--- src/rtl/oam_dma_engine.sv ---
// OAM DMA engine.
// A CPU write to the DMA register latches a source page and starts a copy of
// OAM_BYTES bytes from {page, idx} into OAM_BASE + idx. Each byte is a read
// request followed by a write request on the initiator port. A register write
// that arrives during a copy restarts it from byte 0 with the new page once
// the outstanding request has been acknowledged.
// The register can be read back at any time without disturbing the copy.

module oam_dma_engine #(
    parameter logic [15:0] DMA_REG_ADDR = 16'hFF46,
    parameter logic [15:0] OAM_BASE     = 16'hFE00,
    parameter int          OAM_BYTES    = 160
) (
    input  logic        clk,
    input  logic        reset_n,
    // responder (CPU register) side
    input  logic [15:0] s_addr,
    input  logic [7:0]  s_wdata,
    input  logic        s_write,
    input  logic        s_read,
    output logic [7:0]  s_rdata,
    output logic        s_rd_en,
    // initiator (memory) side
    output logic        m_req,
    output logic        m_we,
    output logic [15:0] m_addr,
    output logic [7:0]  m_wdata,
    input  logic [7:0]  m_rdata,
    input  logic        m_ack,
    // status
    output logic        busy,
    output logic        done
);

    localparam logic [1:0] ST_IDLE = 2'd0;
    localparam logic [1:0] ST_RD   = 2'd1;
    localparam logic [1:0] ST_WR   = 2'd2;

    // Index of the final byte of a transfer.
    localparam logic [7:0] IDX_LAST = 8'(OAM_BYTES - 1);

    // ------------------------------------------------------------------
    // State registers
    // ------------------------------------------------------------------
    logic [1:0]  r_state;
    logic [7:0]  r_src_page;
    logic [7:0]  r_idx;
    logic [7:0]  r_data;
    logic        r_restart;
    logic        r_m_req;
    logic        r_m_we;
    logic [15:0] r_m_addr;
    logic [7:0]  r_m_wdata;
    logic [7:0]  r_s_rdata;
    logic        r_s_rd_en;
    logic        r_busy;
    logic        r_done;

    // ------------------------------------------------------------------
    // Next-state values
    // ------------------------------------------------------------------
    logic [1:0]  w_state_nx;
    logic [7:0]  w_src_page_nx;
    logic [7:0]  w_idx_nx;
    logic [7:0]  w_data_nx;
    logic        w_restart_nx;
    logic        w_m_req_nx;
    logic        w_m_we_nx;
    logic [15:0] w_m_addr_nx;
    logic [7:0]  w_m_wdata_nx;
    logic [7:0]  w_s_rdata_nx;
    logic        w_s_rd_en_nx;
    logic        w_busy_nx;
    logic        w_done_nx;

    // ------------------------------------------------------------------
    // Decoded events
    // ------------------------------------------------------------------
    logic        w_reg_wr;
    logic        w_reg_rd;
    logic        w_xfer;
    logic        w_restart_now;
    logic [7:0]  w_page_eff;
    logic [7:0]  w_idx_inc;
    logic [15:0] w_oam_addr;

    assign w_reg_wr      = s_write && (s_addr == DMA_REG_ADDR);
    assign w_reg_rd      = s_read  && (s_addr == DMA_REG_ADDR);
    assign w_xfer        = r_m_req && m_ack;
    // A write landing on the same edge as an ack takes effect immediately,
    // so the restart decision and the new page both look at it directly.
    assign w_restart_now = r_restart || w_reg_wr;
    assign w_page_eff    = w_reg_wr ? s_wdata : r_src_page;
    assign w_idx_inc     = r_idx + 8'd1;
    // Destination address is formed in 16 bits so OAM_BASE + idx never wraps
    // inside the low byte.
    assign w_oam_addr    = OAM_BASE + {8'h00, r_idx};

    // Register read-back path: independent of the copy state machine.
    always_comb begin
        w_s_rd_en_nx = w_reg_rd;
        w_s_rdata_nx = r_s_rdata;
        if (w_reg_rd) begin
            w_s_rdata_nx = r_src_page;
        end else begin
            w_s_rdata_nx = r_s_rdata;
        end
    end

    // Copy state machine: computes next state and next initiator request.
    always_comb begin
        w_state_nx    = r_state;
        w_src_page_nx = w_page_eff;
        w_idx_nx      = r_idx;
        w_data_nx     = r_data;
        w_restart_nx  = r_restart;
        w_m_req_nx    = r_m_req;
        w_m_we_nx     = r_m_we;
        w_m_addr_nx   = r_m_addr;
        w_m_wdata_nx  = r_m_wdata;
        w_done_nx     = 1'b0;

        case (r_state)
            ST_IDLE: begin
                w_restart_nx = 1'b0;
                if (w_reg_wr) begin
                    // Start a fresh copy; first read goes out next cycle.
                    w_state_nx  = ST_RD;
                    w_idx_nx    = 8'd0;
                    w_m_req_nx  = 1'b1;
                    w_m_we_nx   = 1'b0;
                    w_m_addr_nx = {s_wdata, 8'h00};
                end else begin
                    w_m_req_nx  = 1'b0;
                    w_m_we_nx   = 1'b0;
                end
            end

            ST_RD: begin
                if (w_xfer) begin
                    if (w_restart_now) begin
                        // Read completed but the copy was superseded:
                        // drop the byte and start over from index 0.
                        w_state_nx   = ST_RD;
                        w_idx_nx     = 8'd0;
                        w_restart_nx = 1'b0;
                        w_m_req_nx   = 1'b1;
                        w_m_we_nx    = 1'b0;
                        w_m_addr_nx  = {w_page_eff, 8'h00};
                    end else begin
                        w_state_nx   = ST_WR;
                        w_data_nx    = m_rdata;
                        w_m_req_nx   = 1'b1;
                        w_m_we_nx    = 1'b1;
                        w_m_addr_nx  = w_oam_addr;
                        w_m_wdata_nx = m_rdata;
                    end
                end else begin
                    // Request held stable; only remember a pending restart.
                    if (w_reg_wr) begin
                        w_restart_nx = 1'b1;
                    end else begin
                        w_restart_nx = r_restart;
                    end
                end
            end

            ST_WR: begin
                if (w_xfer) begin
                    if (w_restart_now) begin
                        w_state_nx   = ST_RD;
                        w_idx_nx     = 8'd0;
                        w_restart_nx = 1'b0;
                        w_m_req_nx   = 1'b1;
                        w_m_we_nx    = 1'b0;
                        w_m_addr_nx  = {w_page_eff, 8'h00};
                    end else if (r_idx == IDX_LAST) begin
                        w_state_nx   = ST_IDLE;
                        w_m_req_nx   = 1'b0;
                        w_m_we_nx    = 1'b0;
                        w_done_nx    = 1'b1;
                    end else begin
                        w_state_nx   = ST_RD;
                        w_idx_nx     = w_idx_inc;
                        w_m_req_nx   = 1'b1;
                        w_m_we_nx    = 1'b0;
                        w_m_addr_nx  = {r_src_page, w_idx_inc};
                    end
                end else begin
                    if (w_reg_wr) begin
                        w_restart_nx = 1'b1;
                    end else begin
                        w_restart_nx = r_restart;
                    end
                end
            end

            default: begin
                // Unreachable encoding: park safely with no request.
                w_state_nx   = ST_IDLE;
                w_idx_nx     = 8'd0;
                w_restart_nx = 1'b0;
                w_m_req_nx   = 1'b0;
                w_m_we_nx    = 1'b0;
            end
        endcase

        w_busy_nx = (w_state_nx != ST_IDLE);
    end

    // State and output registers; reset clears everything asynchronously.
    always_ff @(posedge clk or negedge reset_n) begin
        if (!reset_n) begin
            r_state    <= ST_IDLE;
            r_src_page <= 8'h00;
            r_idx      <= 8'd0;
            r_data     <= 8'h00;
            r_restart  <= 1'b0;
            r_m_req    <= 1'b0;
            r_m_we     <= 1'b0;
            r_m_addr   <= 16'h0000;
            r_m_wdata  <= 8'h00;
            r_s_rdata  <= 8'h00;
            r_s_rd_en  <= 1'b0;
            r_busy     <= 1'b0;
            r_done     <= 1'b0;
        end else begin
            r_state    <= w_state_nx;
            r_src_page <= w_src_page_nx;
            r_idx      <= w_idx_nx;
            r_data     <= w_data_nx;
            r_restart  <= w_restart_nx;
            r_m_req    <= w_m_req_nx;
            r_m_we     <= w_m_we_nx;
            r_m_addr   <= w_m_addr_nx;
            r_m_wdata  <= w_m_wdata_nx;
            r_s_rdata  <= w_s_rdata_nx;
            r_s_rd_en  <= w_s_rd_en_nx;
            r_busy     <= w_busy_nx;
            r_done     <= w_done_nx;
        end
    end

    assign s_rdata = r_s_rdata;
    assign s_rd_en = r_s_rd_en;
    assign m_req   = r_m_req;
    assign m_we    = r_m_we;
    assign m_addr  = r_m_addr;
    assign m_wdata = r_m_wdata;
    assign busy    = r_busy;
    assign done    = r_done;

endmodule

--- config.mk ---
export PLATFORM = sky130hd
export DESIGN_NAME = oam_dma_engine
export DESIGN_NICKNAME = d
export VERILOG_FILES = /design/src/rtl/oam_dma_engine.sv
export SDC_FILE = /design/constraint.sdc
export NUM_CORES = 1
export LEC_CHECK = 0
export ABC_AREA = 0
export BUFFER_PORTS_ARGS = -buffer_cell sky130_fd_sc_hd__buf_2
export CORE_MARGIN = 4
export CORE_UTILIZATION = 53
export DETAILED_ROUTE_END_ITERATION = 10
export PLACE_DENSITY = 0.8
export SYNTH_ARGS = -nofsm -noshare
export SYNTH_HDL_FRONTEND = slang
export SYNTH_SLANG_ARGS = --single-unit
--- constraint.sdc ---
create_clock -name clk -period 2.6 [get_ports clk]
set_clock_uncertainty 0.1 [all_clocks]
set_input_delay 0.26 -clock clk [delete_from_list [all_inputs] [get_ports clk]]
set_output_delay 0.26 -clock clk [all_outputs]
set_load 0.005 [all_outputs]
==> flow_metrics.tcl <==
set metrics [dict create \
    outcome "finished, final reports clean" \
    r2r_end "m_addr[0]" \
    diodes 0 \
    die_w_um 80.9 \
    clock_path_buffers 2 \
    overflow 0 \
    synth-seq-cells 56 \
    dpl.hpwl_mm 4.66 \
    final_area_sq_um 3360 \
    crit_chain "inv_1, ha_1, buf_4, nor2b_1, a31oi_1, a21oi_2, or2_1, buf_4, a22o_1" \
    yosysSeqAreaShare_pct 49.8 \
    io_pins 74 \
    cts_tree "built" \
    crit_path_frequent_cell "buf_4" \
    worstHoldStart "m_rdata[1]" \
    hold_viol 0 \
    power_density_nw_per_um2 621 \
    grt.met1_usage_pct 25.6 \
    synth_nets 291 \
    p_leak_uw 0.00169 \
    clk-insertion-delay-late_ns 0.31 \
    ys.flop_type "dfrtp_1" \
    post-route-min-period_ns 2.35 \
    dieArea_sq_um 6540 \
    final_antenna_net_count 0 \
    postCtsSetupRepairBufs 0 \
    synthCells 249 \
    netlist-cell-type-count 51 \
    cts_root_buffer "clkbuf_8" \
    io_buffer_count 73 \
    clk_pin_slew_ns 0.10 \
    groute.usage.overall_pct 19.9 \
    vias 2242 \
    synth_area_sq_um 2820 \
    crit_type "flop to flop" \
    ir_worst_vdd_uv 332 \
    seq_area_sq_um 1400 \
    syn_area_per_cell_sq_um 11.3 \
    rows 26 \
    routedWlPerCell_um 15.7 \
    drive_gt1_share_pct 39.8 \
    cap_violations 0 \
    regToRegStartpoint "r_state[0]" \
    grt_pass1_wl_mm 10.2 \
    area_growth_pct 19.4 \
    ys.warnings.count 0 \
    grt_use_met3_pct 4.10 \
    multiInputGateArea_sq_um 1310 \
    grt_pass1_vias 2221 \
    hold_class "input port to flop" \
    nets 368 \
    maxSlewViolCount 0 \
    die_y_um 80.9 \
    numCtsBuffers 5 \
    min_to "m_wdata[1]" \
    worst_setup_path_start_kind "flop" \
    hold_buffers 1 \
    critPathSlowestCell "dfrtp_1" \
    post_cts_resized 0 \
    clkSinkCount 56 \
    place_area_sq_um 3260 \
    drtPass1Iterations 4 \
    tightest_slew_ns 0.706 \
    drc 0 \
    r2r_cells 9 \
    hold_depth 2 \
    grt_use_met2_pct 33.9 \
    wl_mm 6.24 \
    rrSetupSlack_ns 0.25 \
    cts_max_level 2 \
    cp_max_fo 13 \
    endpoint_kind "flop" \
    coreArea_sq_um 5140 \
    synth_edf_count 0 \
    relSlewSlack_pct 52.6 \
    required_ns 2.70 \
    fmax_ghz 0.425 \
    fin_tns_setup_ns 0 \
    grt_max_degree 23 \
    place.gp.congestion 0.877 \
    grt.busiest_layer "met2" \
    start_util_pct 54.8 \
    rsz0062_at_grt "no" \
    fillers 428 \
    crit_arrival_ns 2.45 \
    antenna_found_initial 0 \
    setup-violations-final 0 \
    via_per_inst 5.65 \
    drt_iter0_drc 106 \
    cpPeakStageDelay_ns 0.40 \
    synthArstFlopShare_pct 100 \
    period_share_pct 90.6 \
]
kinds of logic (layout without fill, tap and decap cells):
| family | Yosys count | count (layout) | synth area share [%] |
|---|---|---|---|
| flops | 56 | 56 | 49.8 |
| simple gates | 69 | 69 | 13.6 |
| fa+ha+maj | 5 | 5 | 2.22 |
| xor+xnor | 3 | 3 | 0.933 |
| compound gates | 63 | 63 | 16.9 |
| buf+inv | 21 | 99 | 3.73 |
| mux | 32 | 32 | 12.9 |
layout make-up:
cell class / instances / share of cell area, %
timing repair buffer: 83 / 13.2
clock buffer: 5 / 2.05
sequential: 56 / 41.7
clock inverter: 3 / 0.633
multi-input combinational: 172 / 39.0
inverter: 8 / 0.893
tap: 70 / 2.61
synth_stat cells, drive strengths merged (2+ instances only):
master / instances / share of area (%)
a211oi: 2 / 0.53
a21oi: 8 / 1.6
a22o: 13 / 4.0
a22oi: 4 / 1.1
a2bb2oi: 2 / 0.62
a31oi: 2 / 0.44
and4: 6 / 1.9
buf: 8 / 2.0
clkbuf: 5 / 0.71
dfrtp: 56 / 50
ha: 5 / 2.2
inv: 8 / 1.1
mux2: 32 / 13
nand2: 18 / 2.4
nand2b: 3 / 0.67
nand3: 8 / 1.4
nor2: 15 / 2.1
nor2b: 2 / 0.44
nor3: 2 / 0.36
nor3b: 2 / 0.53
nor4b: 2 / 0.84
o211ai: 3 / 0.80
o21ai: 10 / 1.8
o22ai: 4 / 0.89
o2bb2ai: 7 / 2.2
o31ai: 3 / 0.98
or2: 3 / 0.67
xor2: 2 / 0.62
flip-flops by register name (all words and copies together), names as in the netlist:
register	flops
m_addr	16
m_wdata	8
r_idx	8
r_src_page	8
s_rdata	8
r_state	2
busy	1
done	1
m_req	1
m_we	1
r_restart	1
s_rd_en	1
through the flow:
stage                     setup slack, ns  utilization [%]  hold WS (ns)  total power (uW)  std cells
after floorplan                     0.458                -        -0.136              1410        249
after global placement              0.345             63.5         0.119              1600        388
after detailed placement            0.265             63.5         0.115              1630        388
after CTS                           0.240             65.4        0.0672              2110        397
after global routing               0.0736             65.4        0.0542              2220        397
final                               0.245             65.4        0.0734              2090        397
placed cells by master, fill, tap and decap left out, types with 4 or more instances in the layout:
cell        n
mux2_2     31
a21oi_1     7
o22ai_1     4
buf_2      73
buf_4       9
o21ai_0    10
and4_1      6
clkbuf_8    5
dfrtp_1    56
a22oi_1     4
nand3_1     8
nor2_1     14
o2bb2ai_1   7
nand2_1    18
inv_1       8
ha_1        5
a22o_1     13
worst max path at each step:
stage               slack [ns]        from  cells after the start          to
finish                    0.25  r_state[0]                      9   m_addr[0]
floorplan                 0.46  r_state[0]                      8  m_addr[15]
global route              0.07  r_state[0]                      8   m_addr[2]
CTS                       0.24  r_state[0]                      9   m_addr[6]
detailed placement        0.26  r_state[0]                      8  m_addr[10]
global placement          0.35  r_state[0]                      8    r_idx[5]
per-layer routing:
layer | vias up | routed length (um)
met5 | - | 0
met4 | 0 | 80
met3 | 10 | 422
met2 | 87 | 3000
met1 | 1063 | 2730
li1 | 1082 | -
where the power goes:
part | internal [uW] | switching [uW]
registers | 969 | 71.9
logic | 272 | 297
clock network | 192 | 287
total | 1430 | 656
critical path, delay by kind of cell (launching register included):
| kind | cells | cell delay [ns] |
|---|---|---|
| adders and majority gates | 1 | 0.23 |
| AOI/OAI and AO/OA | 3 | 0.51 |
| buffers and inverters | 3 | 0.49 |
| and+or+nand+nor | 2 | 0.52 |
| DFF | 1 | 0.40 |
Power figures use the tool's default switching activity.
